## config.mk

```make
export PLATFORM = sky130hd
export DESIGN_NAME = jstk_spi_slave
export DESIGN_NICKNAME = d
export VERILOG_FILES = /design/src/rtl/jstk_spi_slave.sv
export SDC_FILE = /design/constraint.sdc
export NUM_CORES = 1
export LEC_CHECK = 0
export CORE_MARGIN = 3
export CORE_UTILIZATION = 49
export CTS_CLUSTER_DIAMETER = 100
export CTS_CLUSTER_SIZE = 10
export DETAILED_ROUTE_END_ITERATION = 7
export GPL_TIMING_DRIVEN = 1
export PLACE_DENSITY = 0.82
export SLEW_MARGIN = 15
export SYNTH_ARGS = -nofsm -noshare
export SYNTH_HDL_FRONTEND = slang
export SYNTH_SLANG_ARGS = --single-unit
```

## constraint.sdc

```tcl
create_clock -name CLK -period 1.8 [get_ports CLK]
set_input_delay 0.36 -clock CLK [delete_from_list [all_inputs] [get_ports CLK]]
set_output_delay 0.36 -clock CLK [all_outputs]
set_load 0.02 [all_outputs]
```

## src/rtl/jstk_spi_slave.sv

```systemverilog
// jstk_spi_slave: SPI mode-0 responder emulating the PmodJSTK end of the 5-byte joystick frame.
// SPI pins are oversampled on CLK; MISO is shifted on SCLK falls, MOSI captured on SCLK rises.
module jstk_spi_slave #(
   parameter int          SYNC_STAGES = 2,
   parameter logic [1:0]  LED_INIT    = 2'b00
) (
   input  logic        CLK,
   input  logic        RST,
   input  logic        SS,
   input  logic        SCLK,
   input  logic        MOSI,
   output logic        MISO,
   input  logic [9:0]  X_POS,
   input  logic [9:0]  Y_POS,
   input  logic [2:0]  BTN,
   output logic [1:0]  LED,
   output logic [39:0] RXDATA,
   output logic        FRAME_DONE,
   output logic        FRAME_ERR
);
   typedef enum logic [1:0] {WAIT_IDLE, IDLE, ACTIVE} state_t;
   state_t state, state_nxt;
   logic [SYNC_STAGES-1:0] ss_sync, sclk_sync, mosi_sync;
   logic [1:0]  ss_pipe, sclk_pipe;
   logic        mosi_d;
   logic        ss_fall, ss_rise, sclk_rise, sclk_fall;
   logic        load, end_frame, do_rx, do_tx;
   logic [39:0] tx, rx;
   logic [5:0]  cnt;
   logic        cmd_chk;

   // Synchronizers reset low so a frame already in progress at reset never looks like a fresh SS fall
   always_ff @(posedge CLK or negedge RST) begin
      if (!RST) begin
         ss_sync   <= '0;
         sclk_sync <= '0;
         mosi_sync <= '0;
         ss_pipe   <= '0;
         sclk_pipe <= '0;
         mosi_d    <= 1'b0;
      end else begin
         ss_sync   <= {ss_sync[SYNC_STAGES-2:0], SS};
         sclk_sync <= {sclk_sync[SYNC_STAGES-2:0], SCLK};
         mosi_sync <= {mosi_sync[SYNC_STAGES-2:0], MOSI};
         ss_pipe   <= {ss_pipe[0], ss_sync[SYNC_STAGES-1]};
         sclk_pipe <= {sclk_pipe[0], sclk_sync[SYNC_STAGES-1]};
         mosi_d    <= mosi_sync[SYNC_STAGES-1];
      end
   end

   assign ss_fall   = ss_pipe[1] & ~ss_pipe[0];
   assign ss_rise   = ~ss_pipe[1] & ss_pipe[0];
   assign sclk_rise = ~sclk_pipe[1] & sclk_pipe[0];
   assign sclk_fall = sclk_pipe[1] & ~sclk_pipe[0];

   always_ff @(posedge CLK or negedge RST) begin
      if (!RST) state <= WAIT_IDLE;
      else      state <= state_nxt;
   end

   always_comb begin
      load      = (state == IDLE) && ss_fall;
      end_frame = (state == ACTIVE) && ss_rise;
      do_rx     = (state == ACTIVE) && sclk_rise && !ss_rise;
      do_tx     = (state == ACTIVE) && sclk_fall && !ss_rise;
      state_nxt = (state == WAIT_IDLE && ss_pipe[0]) ? IDLE :
                  load      ? ACTIVE :
                  end_frame ? IDLE : state;
   end

   always_ff @(posedge CLK or negedge RST) begin
      if (!RST) begin
         tx         <= '0;
         rx         <= '0;
         cnt        <= '0;
         cmd_chk    <= 1'b0;
         MISO       <= 1'b0;
         LED        <= LED_INIT;
         RXDATA     <= '0;
         FRAME_DONE <= 1'b0;
         FRAME_ERR  <= 1'b0;
      end else begin
         FRAME_DONE <= 1'b0;
         FRAME_ERR  <= 1'b0;
         cmd_chk    <= 1'b0;
         // rx holds byte0 in its low byte the cycle after the 8th rise
         if (cmd_chk && rx[7]) LED <= rx[1:0];
         if (load) begin
            tx   <= {X_POS[7:0], 6'b0, X_POS[9:8], Y_POS[7:0], 6'b0, Y_POS[9:8], 5'b0, BTN};
            cnt  <= '0;
            MISO <= X_POS[7];
         end else if (end_frame) begin
            MISO <= 1'b0;
            if (cnt == 6'd40) begin
               RXDATA     <= rx;
               FRAME_DONE <= 1'b1;
            end else FRAME_ERR <= 1'b1;
         end else if (do_rx) begin
            rx      <= {rx[38:0], mosi_d};
            cnt     <= (cnt == 6'd63) ? cnt : cnt + 6'd1;
            cmd_chk <= (cnt == 6'd7);
         end else if (do_tx) begin
            tx   <= {tx[38:0], 1'b0};
            MISO <= (cnt >= 6'd40) ? 1'b0 : tx[38];
         end
      end
   end
endmodule

```

==> qor.csv <==
stage,metric,value,unit
run_status,status,"complete, no violations",
synthesis,dominant cell type by area after synthesis,dfrtp_1,
place,Buffers on Ports,72,
power_and_ir_drop,LEAKAGE,3.65,nW
die,# IOs,73,
clock_network,Root Driver,clkbuf_16,
sta,clock period minus worst slack,1750,ps
grt,most used routing layer in global routing,met2,
route,first drt pass iteration count,4,
sta,RSZ-0062 raised after global routing,false,
critical_path,CP max-delay cell,clkdlybuf4s50_1,
clock_network,worst skew pair latency,410,ps
sta,"Hold Vio Cnt, Final",0,
synthesis,"flops & latches, synth",144,
grt,initial antenna violation count,0,
grt,vias in the first global route,3839,
critical_path,WP data required,1440,ps
critical_path,worst reg2reg path depth,4,
synthesis,Post-synth EDFFs,0,
critical_path,Crit Path Max Fanout,2,
hold_path,Hold Path Class,flop to flop,
critical_path,CP Buf/Inv Count,1,
synthesis,"Seq/Total Area, Yosys",0.641,
finish,fraction of layout cells with a size suffix above 1,0.192,
grt,first-pass GRT wire length,18800,µm
sta,maximum clock rate,0.572,GHz
synthesis,Post-Syn Area,5620,µm²
place,DP HPWL,7010,µm
synthesis,Synth top area share,0.641,
place,dpl cells,675,
critical_path,CP cell instances,clkdlybuf4s50_1,
route,1st-iter DRT viols,261,
power_and_ir_drop,PnR Total Power,8.67,mW
sta,Rel. slew slack,0.652,
synthesis,most frequent cells after synthesis,"152 x nand2_1, 144 x dfrtp_1, 42 x mux2_2",
clock_network,H-tree depth,4,
synthesis,Synth area leaders,"dfrtp_1 64%, nand2_1 10%, mux2_2 8.4%, mux2i_1 4.3%, a22o_1 2.8%",
sta,final worst slack,51.9,ps
clock_network,CTS tree,yes,
die,# rows,38,
clock_network,Longest Clk Path Bufs,2,
synthesis,most common cell in the synthesized netlist,nand2_1,
die,Starting Density,0.509,
place,Post-Place Worst Slack,39.9,ps
route,DRC,0,
critical_path,critical path depth,1,
die,Chip Height,113,µm
sta,Tcrit/Tclk final,0.971,
place,GP Congestion,0.758,
finish,Final #Nets,589,
power_and_ir_drop,VDD IR max,0.000627,V
grt,M1 GR Usage,0.231,
synthesis,synthesized area per cell,12.1,µm²
grt,met3 usage,0.0524,
run,Max Cap Violations,0,
critical_path,Worst Setup End Kind,output pin,
sta,skew final,8.06,ps
hold_path,Hold Crit Depth,0,
route,WL/cell,15.8,µm
clock_network,CTS Buf Count,17,
sta,Setup Viol. Count Final,0,
grt,GR Util All Layers,0.185,
finish,Non-Filler Instances,712,
critical_path,Worst EP arrival,1390,ps
grt,largest net degree at the start of global routing,57,
route,via count,3721,
sta,worst-margin pin slew,522,ps
synthesis,asr flop ratio synth,1.00,
finish,ANT cells,0,
synthesis,Mapped Nets,495,
finish,register area,3600,µm²
finish,area grow syn2layout,30.4,%
synthesis,post-synthesis cell type count,35,
grt,GR Util met2,0.310,
sta,final slew viol count,0,
critical_path,CP top delay family,buffers and inverters,
clock_network,"CTS clk-pin slew, worst paths",60,ps
route,ANT nets after route,0,
route,Post-Route WL,11300,µm
die,die area,12800,µm²
critical_path,critical path class,flop to output pin,
clock_network,CTS sink count,144,
die,CORE AREA,11000,µm²
synthesis,Synth warnings,0,
die,die width,113,µm
route,vias per std cell,5.23,
critical_path,Startpoint Class,flop,
finish,Multi-input gate area,1870,µm²
synthesis,"Primary FF master, synth",dfrtp_1,
grt,grt total ovfl,0,
finish,Finished Core Util,0.664,
critical_path,worst stage delay on the critical path,610,ps
sta,TNS Setup,0,ps
finish,fillers,807,
power_and_ir_drop,PwrDens,1180,nW/µm²
synthesis,Mapped Cells,465,
placed cells by master, fill, tap and decap left out, types with 2 or more instances in the layout:
master and count:
clkinv_2 4, buf_6 2, buf_4 18, clkinv_4 2, nand2_1 152, clkbuf_16 18
a22o_1 18, buf_12 5, clkdlybuf4s50_1 64, dlymetal6s2s_1 7, nor2_1 6, inv_1 3
mux2_2 42, nand3b_1 2, nand3_1 2, a21oi_1 2, clkinvlp_4 2, nor4b_4 2
bufinv_16 5, mux2i_1 24, o31ai_1 2, o21ai_0 22, nor3_1 2, nor3b_1 2
dfrtp_1 143, and2_1 2, ha_1 2
cell type report:
class | instances | share of cell area
timing repair buffer | 98 | 0.139
tap | 140 | 0.0239
clock inverter | 14 | 0.0289
sequential | 144 | 0.492
clock buffer | 18 | 0.0599
inverter | 3 | 0.00154
multi-input combinational | 295 | 0.255
metal layers:
metal	vias to the layer above	part of all wire
li1	1752	-
met1	1875	0.43
met2	75	0.52
met3	19	0.034
met4	0	0.017
met5	-	0
what timing repair did:
item                       4_1_cts  5_1_grt
resized for setup                0        9
hold buffers                     1        0
setup endpoints to repair        0       24
setup buffers                    0        3
hold endpoints to repair        50        0
report_power, final:
part	internal, mW	leakage (nW)	switching (mW)	total [mW]
combinational	0.468	1.40	0.492	0.960
sequential	3.64	1.94	0.268	3.91
clock	2.49	0.316	1.31	3.81
cell families (layout without fill, tap and decap cells):
group | after synthesis | after routing | synth area share
multiplexers | 67 | 67 | 0.129
AND/OR/NAND/NOR | 180 | 180 | 0.141
buffers and inverters | 26 | 133 | 0.0283
AO/OA/AOI/OAI | 46 | 46 | 0.0566
flip-flops | 144 | 144 | 0.641
adder cells (fa/ha/maj) | 2 | 2 | 0.00445
registers in the layout, indices dropped and copies added (netlist names):
register and cells:
RXDATA 40, rx 40, tx 39, cnt 6
LED 2, mosi_sync 2, sclk_pipe 2, sclk_sync 2
ss_pipe 2, ss_sync 2, state 2, FRAME_DONE 1
FRAME_ERR 1, MISO 1, cmd_chk 1, mosi_d 1
through the flow:
| step | area [µm²] | hold WS [ps] |
|---|---|---|
| after CTS | 7260 | 349 |
| after floorplan | 5620 | 64.4 |
| after global routing | 7330 | 358 |
| final | 7330 | 347 |
| after global placement | 6600 | 334 |
| after detailed placement | 6600 | 336 |
worst paths after layout:
kind                                           to  slack (ps)                  start
hold / removal               ss_sync[1]$_DFF_PN0_         350   ss_sync[0]$_DFF_PN0_
setup / recovery                        RXDATA[7]          50  RXDATA[7]$_DFFE_PN0P_
hold reg to reg              ss_sync[1]$_DFF_PN0_         350   ss_sync[0]$_DFF_PN0_
setup reg to reg               cnt[1]$_DFFE_PN0P_          60   ss_pipe[0]$_DFF_PN0_
min in group asynchronous  RXDATA[11]$_DFFE_PN0P_         480                    RST
max in group asynchronous  RXDATA[22]$_DFFE_PN0P_         740                    RST
Note: power is estimated with default switching activity, not from simulation.
